### config.mk
export PLATFORM = sky130hd
export DESIGN_NAME = instr_mem_ctrl
export DESIGN_NICKNAME = d
export VERILOG_FILES = /design/src/rtl/instr_mem_ctrl.sv
export SDC_FILE = /design/constraint.sdc
export NUM_CORES = 1
export LEC_CHECK = 0
export ABC_CLOCK_PERIOD_IN_PS = 3400
export CORE_MARGIN = 2
export CORE_UTILIZATION = 25
export CTS_CLUSTER_DIAMETER = 100
export DETAILED_ROUTE_END_ITERATION = 16
export GPL_TIMING_DRIVEN = 0
export PLACE_DENSITY = 0.44
export SLEW_MARGIN = 20
export SYNTH_ARGS = -nofsm -noshare
export SYNTH_HDL_FRONTEND = slang
export SYNTH_SLANG_ARGS = --single-unit
### constraint.sdc
create_clock -name clk -period 3.4 [get_ports clk]
set_input_delay 0.34 -clock clk [delete_from_list [all_inputs] [get_ports clk]]
set_output_delay 0.34 -clock clk [all_outputs]
set_load 0.01 [all_outputs]
### src/rtl/instr_mem_ctrl.sv
// Clocked instruction memory with valid/ready fetch, RD_WAIT read wait states and a program-load port.
// Optional even-parity protection per word is enabled with INSTR_MEM_PARITY_EN.
module instr_mem_ctrl #(
    parameter int                DATA_W   = 32,
    parameter int                ADDR_W   = 32,
    parameter int                DEPTH    = 16,
    parameter int                RD_WAIT  = 2,
    parameter logic [DATA_W-1:0] NOP_WORD = 32'b00111000100000000000000000000000
) (
    input  logic                     clk,
    input  logic                     rst_n,
    input  logic                     req_valid,
    output logic                     req_ready,
    input  logic [ADDR_W-1:0]        req_addr,
    output logic                     rsp_valid,
    input  logic                     rsp_ready,
    output logic [DATA_W-1:0]        rsp_instr,
    output logic [1:0]               rsp_err,
    input  logic                     ld_en,
    input  logic [$clog2(DEPTH)-1:0] ld_addr,
    input  logic [DATA_W-1:0]        ld_data,
`ifdef INSTR_MEM_PARITY_EN
    input  logic                     ld_par_flip,
`endif
    output logic                     busy
);

    localparam int unsigned BYTES = DATA_W / 8;
    localparam int unsigned OFF   = $clog2(BYTES);
    localparam int unsigned IW    = $clog2(DEPTH);
    localparam int unsigned CW    = (RD_WAIT > 1) ? $clog2(RD_WAIT) : 1;
    localparam logic [ADDR_W:0] LIMIT = (ADDR_W+1)'(DEPTH * BYTES);
`ifdef INSTR_MEM_PARITY_EN
    localparam int unsigned MW = DATA_W + 1;
`else
    localparam int unsigned MW = DATA_W;
`endif

    typedef enum logic [1:0] {IDLE = 2'd0, WAIT = 2'd1, RESP = 2'd2} state_t;

    state_t            state, state_nx;
    logic              rdy_en;
    logic [CW-1:0]     cnt;
    logic [MW-1:0]     mem [DEPTH];
    logic              accept;
    logic              misal, oor, par_err;
    logic [IW-1:0]     idx;
    logic [MW-1:0]     rd_word;
    logic [DATA_W-1:0] res_instr;
    logic [1:0]        res_err;

    // Fetch decode evaluated in the accept cycle and captured into the response register.
    always_comb begin
        idx     = IW'(req_addr >> OFF);
        rd_word = mem[idx];
        misal   = (req_addr & ADDR_W'(BYTES - 1)) != '0;
        oor     = {1'b0, req_addr} >= LIMIT;
`ifdef INSTR_MEM_PARITY_EN
        par_err = ^rd_word;
`else
        par_err = 1'b0;
`endif
        if (misal)        res_err = 2'b01;
        else if (oor)     res_err = 2'b10;
        else if (par_err) res_err = 2'b11;
        else              res_err = 2'b00;
        res_instr = (res_err != 2'b00) ? NOP_WORD : rd_word[DATA_W-1:0];
    end

    always_comb begin
        state_nx  = state;
        req_ready = 1'b0;
        case (state)
            IDLE: begin
                req_ready = rdy_en && !ld_en;
                if (req_valid && req_ready)
                    state_nx = (RD_WAIT > 0) ? WAIT : RESP;
            end
            WAIT:    if (cnt == CW'(RD_WAIT - 1)) state_nx = RESP;
            RESP:    if (rsp_ready) state_nx = IDLE;
            default: state_nx = IDLE;
        endcase
        accept = req_valid && req_ready;
    end

    assign rsp_valid = (state == RESP);
    assign busy      = (state != IDLE);

    // rdy_en keeps req_ready low until the first clock edge after reset release.
    always_ff @(posedge clk or negedge rst_n) begin
        if (!rst_n) begin
            state     <= IDLE;
            rdy_en    <= 1'b0;
            cnt       <= '0;
            rsp_instr <= '0;
            rsp_err   <= '0;
        end else begin
            state  <= state_nx;
            rdy_en <= 1'b1;
            if (accept) begin
                cnt       <= '0;
                rsp_instr <= res_instr;
                rsp_err   <= res_err;
            end else if (state == WAIT) begin
                cnt <= cnt + 1'b1;
            end
        end
    end

    always_ff @(posedge clk) begin
        if (ld_en) begin
`ifdef INSTR_MEM_PARITY_EN
            mem[ld_addr] <= {(^ld_data) ^ ld_par_flip, ld_data};
`else
            mem[ld_addr] <= ld_data;
`endif
        end
    end

endmodule
==> metrics.csv, run 1 <==
stage;metric;value;unit
synthesis;synth-seq-cells;550;
synthesis;ys_top_cells_by_count;512 x edfxtp_1, 111 x mux2_2, 73 x nand2_1;
power_and_ir_drop;vdd_ir_drop_max;0.383;mV
critical_path;required;3.90;ns
placement;io_buffers;106;
route;drc;0;
sta;max_freq;377;MHz
route;via_per_inst;4.43;
finish;fill_cells;8085;
clock_network;clkTransAtPathRegs;0.06;ns
synthesis;synth_top_family_by_area;multiplexers;
sta;finalCritPeriodShare;78.0;%
synthesis;synth.avg_cell_area;19.7;µm²
global_routing;antenna_found_initial;2;
synthesis;synth-compound-area-share;3.90;%
sta;setup_violations;0;
sta;skew;0.0213;ns
clock_network;cts.sinks;550;
global_routing;grt_pass1_vias;11622;
clock_network;root_buffer;clkbuf_16;
critical_path;crit_fanout;10;
placement;dp_slack;0.171;ns
synthesis;synth.area.mux_share;14.7;%
synthesis;synth.distinct_cells;36;
sta;hold_ws;0.332;ns
synthesis;synth_ff_type;edfxtp_1;
power_and_ir_drop;p_leak;8.60;nW
global_routing;gr-total-overflow;0;
sta;fin_crit;2.65;ns
route;drt_iter0_markers;867;
clock_network;clk_latency;0.62;ns
critical_path;end_kind;flip-flop;
clock_network;cts_tree;yes;
clock_network;cts-buffers-inserted;61;
synthesis;syn_inst;1079;
global_routing;grt_pass1_wl;81800;µm
critical_path;r2r_cells;5;
placement;placed_area;24500;µm²
floorplan;boundaryPins;110;
flow_run;max_cap_viol_count;0;
hold_path;min_path_type;in -> async;
clock_network;h-tree-depth;2;
sta;fin_ws;0.747;ns
finish;drive_gt1_share;25.5;%
route;vias;10968;
sta;finalHoldViolCount;0;
floorplan;dieWidth;296;µm
sta;slew-limit-headroom;29.3;%
critical_path;cp.arrival;3.15;ns
clock_network;cts_setup_buffers;0;
route;wl_per_cell;22.9;µm
clock_network;clock_path_buffers;3;
critical_path;r2r_setup_slack;1.18;ns
synthesis;synth_area_leader_cell;edfxtp_1;
finish;multi_input_area;4690;µm²
synthesis;netlist_area;21300;µm²
synthesis;synth_warnings;0;
power_and_ir_drop;p_total;15.1;mW
floorplan;coreArea;84000;µm²
finish;final_util;31.6;%
synthesis;synthAdderAreaFrac;0;%
global_routing;grt_usage;13.1;%
finish;final_cell_area;26500;µm²
sta;maxSlewViolCount;0;
critical_path;critical_path_class;in -> reg;
floorplan;die_h;296;µm
floorplan;start_util;25.3;%
synthesis;synth_area_leaders;edfxtp_1 72%, mux4_2 5.9%, mux2_2 5.9%;
sta;tns;0;ns
placement;hpwl;37600;µm
synthesis;yosysSeqAreaShare;76.8;%
synthesis;synth_most_common_cell;edfxtp_1;
finish;area_growth;24.8;%
floorplan;rows;106;
route;wl;56700;µm
finish;antennaDiodeCount;0;
route;dr.pass1.iters;9;
route;drtAntennaViolNets;0;
synthesis;synth-edff-count;512;
synthesis;synth_top_area_share;72.3;%
placement;gp_congestion;0.706;
sta;rsz0062_at_grt;no;
finish;fin_nets;1361;
sta;tightest_slew;1.06;ns
synthesis;syn-num-nets;1152;
critical_path;start_kind;primary input;
synthesis;synth-xor-area-share;0;%
placement;dp.cells;2358;
outcome;outcome;completed;
finish;instances_no_fill;2475;
synthesis;ys_async_sr_fraction;6.91;%
finish;seq_area;16300;µm²
global_routing;grt_max_degree;39;
power_and_ir_drop;powerDensity;568;nW/µm²
floorplan;die_area;87400;µm²
synthesis;synth-simple-area-share;2.93;%
==> placed cells by master (no fill, tap or decap), types with 33 or more instances in the layout <==
cell type	n
a21oi_1	33
clkbuf_1	53
clkbuf_16	63
clkdlybuf4s50_1	105
dfrtp_1	38
edfxtp_1	512
mux2_2	111
mux2i_1	60
mux4_2	56
nand2_1	73
==> sequential cells by signal, indices dropped and copies added, names as in the netlist <==
register,count
rsp_instr,32
rdy_en,1
state,2
rsp_err,2
cnt,1
mem,512
==> path summary, 6_finish.rpt <==
check                                  startpoint                         to
max                                   req_addr[4]  rsp_instr[16]$_DFFE_PN0P_
min                                         rst_n            cnt$_DFFE_PN0P_
max reg2reg                  state[1]$_DFFE_PN0P_  rsp_instr[15]$_DFFE_PN0P_
min reg2reg                rsp_err[0]$_DFFE_PN0P_     rsp_err[0]$_DFFE_PN0P_
max in group asynchronous                   rst_n   rsp_instr[5]$_DFFE_PN0P_
min in group clk                        req_valid     rsp_err[1]$_DFFE_PN0P_
==> power by group <==
part	switching [mW]	internal, mW	leakage, nW	total (mW)
clock network	2.65	3.84	0.946	6.49
registers	0.0490	7.56	5.13	7.61
logic	0.551	0.418	2.53	0.969
==> area by class of cell <==
cell class	instances	share of cell area [%]
clock buffer	93	6.60
tap	1134	5.35
multi-input combinational	468	17.7
sequential	550	61.6
clock inverter	23	0.873
inverter	1	0.0142
timing repair buffer	146	6.60
buffer	60	1.31
==> routing by layer <==
| layer | routed length [µm] | vias up | GRT usage [%] | part of all wire (%) |
|---|---|---|---|---|
| li1 | - | 4819 | - | - |
| met1 | 25600 | 5814 | 17.6 | 45 |
| met2 | 27100 | 264 | 21.4 | 48 |
| met3 | 3130 | 67 | 2.72 | 5.5 |
| met4 | 884 | 4 | 3.22 | 1.6 |
| met5 | 21 | - | 0 | 0.037 |
==> kinds of logic after synthesis <==
family	Yosys count
simple gates	135
compound gates	104
mux	228
other cells	1
buf+inv	61
flops	550
==> repair_timing <==
action                                 4_1_cts  5_1_grt
resized for setup                            0        0
hold buffers                                 1        0
endpoints found under the hold margin       38        0
==> critical path: stages <==
cell and delay [ns]:
clkdlybuf4s50_1 0.64, buf_2 0.37, clkbuf_1 0.78, mux4_2 0.43
mux2i_1 0.18, nand2_1 0.10, a32o_1 0.29
No activity file was read; power rests on OpenSTA's default activity.
==> run 2: changes to the inputs <==
Settings changed: ABC_CLOCK_PERIOD_IN_PS 3400 to 2200, PLACE_DENSITY 0.44 to 0.45.
Clock period 3.4 ns to 2.2 ns, I/O delays scaled along.
==> run 2 against run 1 <==
  * First-iteration DRC count grew 0.81%
  * Worst hold slack worse by 0.13 ns
  * Power increased by 52%
  * Die area unchanged
  * Core utilization fell by 0.14 points
  * Combinational power up 54%
  * Sequential share of layout area increased by 0.27 points
==> metrics.csv, run 2 (synthesis gave the netlist of run 1 again) <==
stage;metric;value;unit
sta;maxSlewViolCount;0;
finish;antennaDiodeCount;0;
clock_network;h-tree-depth;2;
power_and_ir_drop;p_total;22.9;mW
clock_network;clock_path_buffers;3;
global_routing;antenna_found_initial;1;
route;dr.pass1.iters;5;
sta;finalCritPeriodShare;98.0;%
flow_run;max_cap_viol_count;0;
finish;final_cell_area;26400;µm²
power_and_ir_drop;powerDensity;868;nW/µm²
outcome;outcome;completed;
floorplan;coreArea;84000;µm²
finish;largest_register_ffs;512;
clock_network;cts_tree;yes;
critical_path;cp_num_buf_inv;3;
clock_network;clk_latency;0.60;ns
clock_network;cts.sinks;550;
placement;placed_area;24500;µm²
finish;drive_gt1_share;25.0;%
finish;regMostFlops;mem;
sta;slew-limit-headroom;30.6;%
clock_network;cts-buffers-inserted;59;
route;wl_per_cell;23.0;µm
sta;finalHoldViolCount;0;
finish;final_cell_mix;512 x edfxtp_1, 111 x mux2_2, 104 x clkdlybuf4s50_1;
floorplan;start_util;25.3;%
critical_path;r2r_setup_slack;0.17;ns
route;wl_met1;26000;µm
critical_path;r2r_cells;6;
sta;rsz0062_at_grt;no;
critical_path;path_cells;clkdlybuf4s50_1, clkbuf_4, nor2_1, clkbuf_2, a222oi_1, nand2_1, a32o_1;
global_routing;grt_pass1_wl;81300;µm
finish;instances_no_fill;2462;
critical_path;required;2.68;ns
route;wl_met2;26500;µm
finish;fill_cells;8112;
placement;hpwl;37400;µm
critical_path;worstSetupEndpoint;rsp_instr[4]$_DFFE_PN0P_;
critical_path;cp_slowest_stage_delay;0.63;ns
floorplan;boundaryPins;110;
route;wl_met3;3040;µm
route;drc;0;
critical_path;crit_fanout;10;
sta;setup_violations;0;
finish;final_util;31.4;%
global_routing;grt_max_degree;39;
route;drtAntennaViolNets;0;
critical_path;cp-startpoint;req_addr[4];
placement;gp_congestion;0.725;
route;routed.top_layer;met5;
finish;final_common_cell;edfxtp_1;
hold_path;min_path_type;in -> async;
critical_path;end_kind;flip-flop;
global_routing;gr-total-overflow;0;
sta;fin_crit;2.16;ns
sta;hold_ws;0.207;ns
finish;reg.largest.list;mem x512, rsp_instr x32;
route;vias;11008;
route;via_per_inst;4.47;
route;wl;56500;µm
power_and_ir_drop;vdd_ir_drop_max;0.622;mV
floorplan;die_h;296;µm
placement;io_buffers;106;
clock_network;root_buffer;clkbuf_16;
placement;dp.cells;2350;
power_and_ir_drop;p_leak;8.57;nW
finish;area_growth;24.2;%
global_routing;grt_usage;13.0;%
floorplan;dieWidth;296;µm
global_routing;grt_pass1_vias;11555;
critical_path;cpLargestDelayFamily;buffers and inverters;
sta;max_freq;464;MHz
critical_path;r2r_start;state[1]$_DFFE_PN0P_;
critical_path;worst-path-stages;7;
route;drt_iter0_markers;874;
clock_network;clkTransAtPathRegs;0.06;ns
sta;tightest_slew;1.04;ns
critical_path;cp_slowest_cell;clkdlybuf4s50_1;
finish;fin_nets;1352;
critical_path;rr_endpoint;rsp_instr[4]$_DFFE_PN0P_;
sta;skew;0.00888;ns
floorplan;rows;106;
critical_path;cp.arrival;2.64;ns
floorplan;die_area;87400;µm²
critical_path;start_kind;primary input;
critical_path;critical_path_class;in -> reg;
## run 2: cell count changes in the layout (fill, tap and decap cells not counted), moves of 4 or more
| cell | change |
|---|---|
| clkinvlp_4 | -6 |
| clkbuf_1 | -12 |
| buf_4 | -14 |
| clkbuf_2 | +6 |
| buf_12 | +4 |
| nor3_4 | +4 |
| clkinv_1 | +9 |
| buf_16 | -7 |
| buf_8 | +12 |
| nor3_2 | -4 |
## run 2: power breakdown
group	switching, mW	internal (mW)	leakage (nW)	total, mW
Sequential	0.0778	11.7	5.13	11.8
Clock	3.95	5.71	0.922	9.67
Combinational	0.850	0.639	2.53	1.49
## run 2: final cells by class
class / count / area, µm² / share of cell area [%]
Tap cell: 1134 / 1420 / 5.37
Timing Repair Buffer: 139 / 1690 / 6.39
Clock inverter: 25 / 211 / 0.801
Inverter: 1 / 3.75 / 0.0142
Buffer: 60 / 359 / 1.36
Clock buffer: 85 / 1680 / 6.35
Multi-Input combinational cell: 468 / 4720 / 17.9
Sequential cell: 550 / 16300 / 61.8
## run 2: timing repair
action / CTS / global route
buffers inserted: 0 / 1
hold buffers: 1 / 0
endpoints found under the hold margin: 38 / 0
endpoints found under the setup margin: 31 / 17
pin swaps: 0 / 2
resized for setup: 7 / 4
## run 2: layer usage
metal | vias to the layer above | global-route usage, %
met4 | 2 | 3.17
met2 | 290 | 21.1
met5 | - | 0
met3 | 78 | 2.44
met1 | 5819 | 17.9
li1 | 4819 | -
## run 2: metrics by stage
stage	setup TNS (ns)	worst slack (ns)
global placement	-1065.17	-2.98
global route	0	0.0214
CTS	0	0.0265
detailed placement	-144.34	-0.892
finish	0	0.0443
floorplan	-34.11	-0.348
## run 2: worst min-delay path by stage
stage                             endpoint  depth (start not counted)
global placement    rsp_err[1]$_DFFE_PN0P_                          2
global route          state[1]$_DFFE_PN0P_                          2
CTS                        cnt$_DFFE_PN0P_                          2
detailed placement    state[1]$_DFFE_PN0P_                          1
floorplan                  cnt$_DFFE_PN0P_                          0
finish                     cnt$_DFFE_PN0P_                          2
==> run 3: changes to the inputs <==
Settings changed: CORE_MARGIN 2 to 4.
==> run 3 against run 2 <==
  * Final area about the same
  * Setup slack improved by 0.0025 ns
  * Sequential cell count did not move
  * Final cell count is essentially flat
  * Largest power group unchanged
  * Largest cell class unchanged
  * Critical path depth is the same
  * Combinational power about the same
  * Register-to-register slack worse by 0.03 ns
  * Non-clock buffer count grew 3
  * Power shrank 0.36%
==> metrics.csv, run 3 (synthesis gave the netlist of run 1 again) <==
stage;metric;value;unit
route;drtAntennaViolNets;0;
power_and_ir_drop;vdd_ir_drop_max;0.608;mV
finish;regMostFlops;mem;
global_routing;gr-total-overflow;0;
floorplan;die_h;300;µm
global_routing;grt_max_degree;39;
sta;rsz0062_at_grt;no;
floorplan;die_area;89700;µm²
critical_path;r2r_start;state[0]$_DFFE_PN0P_;
floorplan;coreArea;84000;µm²
critical_path;path_cells;clkdlybuf4s50_1, clkbuf_4, nor2_1, clkbuf_1, a222oi_1, nand2_1, a32o_1;
critical_path;cp_num_buf_inv;3;
power_and_ir_drop;powerDensity;865;nW/µm²
finish;final_common_cell;edfxtp_1;
clock_network;cts-buffers-inserted;59;
clock_network;cts_tree;yes;
critical_path;cpLargestDelayFamily;buffers and inverters;
critical_path;start_kind;primary input;
sta;tightest_slew;1.04;ns
hold_path;min_path_type;in -> async;
global_routing;met3_usage;2.39;%
critical_path;required;2.70;ns
clock_network;cts.sinks;550;
finish;drive_gt1_share;25.0;%
finish;instances_no_fill;2464;
global_routing;grt_usage;12.6;%
sta;max_freq;464;MHz
sta;hold_ws;0.211;ns
critical_path;cp-startpoint;req_addr[4];
route;dr.pass1.iters;5;
finish;area_growth;24.3;%
global_routing;grt_pass1_vias;11708;
sta;finalCritPeriodShare;97.9;%
critical_path;rr_endpoint;rsp_instr[25]$_DFFE_PN0P_;
critical_path;r2r_cells;7;
outcome;outcome;completed;
sta;skew;0.0152;ns
clock_network;clk_latency;0.61;ns
global_routing;grt_use_met1;16.6;%
critical_path;r2r_setup_slack;0.14;ns
critical_path;critical_path_class;in -> reg;
finish;largest_register_ffs;512;
route;wl;57500;µm
sta;fin_crit;2.15;ns
critical_path;worstSetupEndpoint;rsp_instr[5]$_DFFE_PN0P_;
route;drt_iter0_markers;979;
power_and_ir_drop;p_leak;8.58;nW
placement;gp_congestion;0.710;
route;via_per_inst;4.47;
placement;hpwl;37900;µm
sta;maxSlewViolCount;0;
finish;fin_nets;1355;
route;drc;0;
global_routing;met2_usage;21.4;%
floorplan;dieWidth;300;µm
flow_run;max_cap_viol_count;0;
placement;io_buffers;106;
sta;slew-limit-headroom;30.6;%
global_routing;grt_pass1_wl;82300;µm
floorplan;boundaryPins;110;
global_routing;antenna_found_initial;0;
critical_path;worst-path-stages;7;
finish;final_cell_mix;512 x edfxtp_1, 111 x mux2_2, 104 x clkdlybuf4s50_1;
placement;dp.cells;2350;
critical_path;crit_fanout;10;
sta;setup_violations;0;
finish;antennaDiodeCount;0;
route;wl_per_cell;23.3;µm
clock_network;clock_path_buffers;3;
floorplan;start_util;25.3;%
floorplan;rows;106;
finish;reg.largest.list;mem x512, rsp_instr x32;
route;vias;11023;
clock_network;h-tree-depth;2;
critical_path;cp.arrival;2.66;ns
global_routing;busiest_layer;met2;
sta;finalHoldViolCount;0;
critical_path;cp_slowest_stage_delay;0.62;ns
clock_network;clkTransAtPathRegs;0.06;ns
critical_path;end_kind;flip-flop;
clock_network;root_buffer;clkbuf_16;
critical_path;cp_slowest_cell;clkdlybuf4s50_1;
==> run 3: cell types whose count changed in the layout (fill, tap and decap cells not counted), sizes merged <==
cell / before / now
clkinv: 21 / 15
buf: 62 / 66
clkbuf: 116 / 120
bufinv: 4 / 3
inv: 1 / 2
==> run 3: timing repair <==
| action | 4_1_cts | 5_1_grt |
|---|---|---|
| endpoints found under the hold margin | 38 | 0 |
| cloned | 0 | 0 |
| pin swaps | 2 | 2 |
| buffers inserted | 3 | 1 |
| endpoints found under the setup margin | 38 | 17 |
| resized for setup | 9 | 1 |
| hold buffers | 1 | 0 |
==> run 3: how the worst min path moves through the flow <==
| stage | startpoint | end | slack [ns] | cells past startpoint |
|---|---|---|---|---|
| after floorplan | rst_n | cnt$_DFFE_PN0P_ | -0.08 | 0 |
| after global placement | rsp_err[1]$_DFFE_PN0P_ | rsp_err[1]$_DFFE_PN0P_ | 0.48 | 2 |
| after detailed placement | rst_n | rsp_instr[29]$_DFFE_PN0P_ | 0.33 | 1 |
| after CTS | rst_n | rsp_instr[29]$_DFFE_PN0P_ | 0.21 | 2 |
| after global routing | rsp_ready | state[1]$_DFFE_PN0P_ | 0.25 | 3 |
| final | rst_n | rsp_err[1]$_DFFE_PN0P_ | 0.21 | 2 |
==> run 3: cell type report <==
type,instances,area [µm²]
inverter,1,3.75
multi-input combinational,468,4720
timing repair buffer,142,1730
clock buffer,90,1690
fill,8121,57500
sequential,550,16300
tap,1134,1420
clock inverter,19,163
buffer,60,362
==> run 3: layer usage <==
layer / share of wire, % / routed length, µm / vias to the layer above
met4: 1.8 / 1050 / 0
met3: 5.6 / 3210 / 74
met2: 49 / 28300 / 290
met1: 43 / 24900 / 5839
li1: - / - / 4820
met5: 0 / 0 / -
==> run 3: through the flow <==
| stage | power (mW) | util [%] | TNS, ns | cell area, µm² | setup WS (ns) |
|---|---|---|---|---|---|
| floorplan | 12.7 | - | -34.11 | 21300 | -0.348 |
| global placement | 13.4 | 28.3 | -1087.82 | 23800 | -2.95 |
| detailed placement | 13.5 | 29.2 | -130.74 | 24500 | -0.960 |
| CTS | 23.1 | 31.4 | 0 | 26400 | 0.0114 |
| global route | 23.7 | 31.5 | 0 | 26400 | 0.00341 |
| finish | 22.8 | 31.5 | 0 | 26400 | 0.0468 |
==> run 3: power by group <==
part           internal [mW]  switching, mW
sequential              11.7         0.0760
combinational          0.647          0.869
clock                   5.59           3.97
total                   17.9           4.92
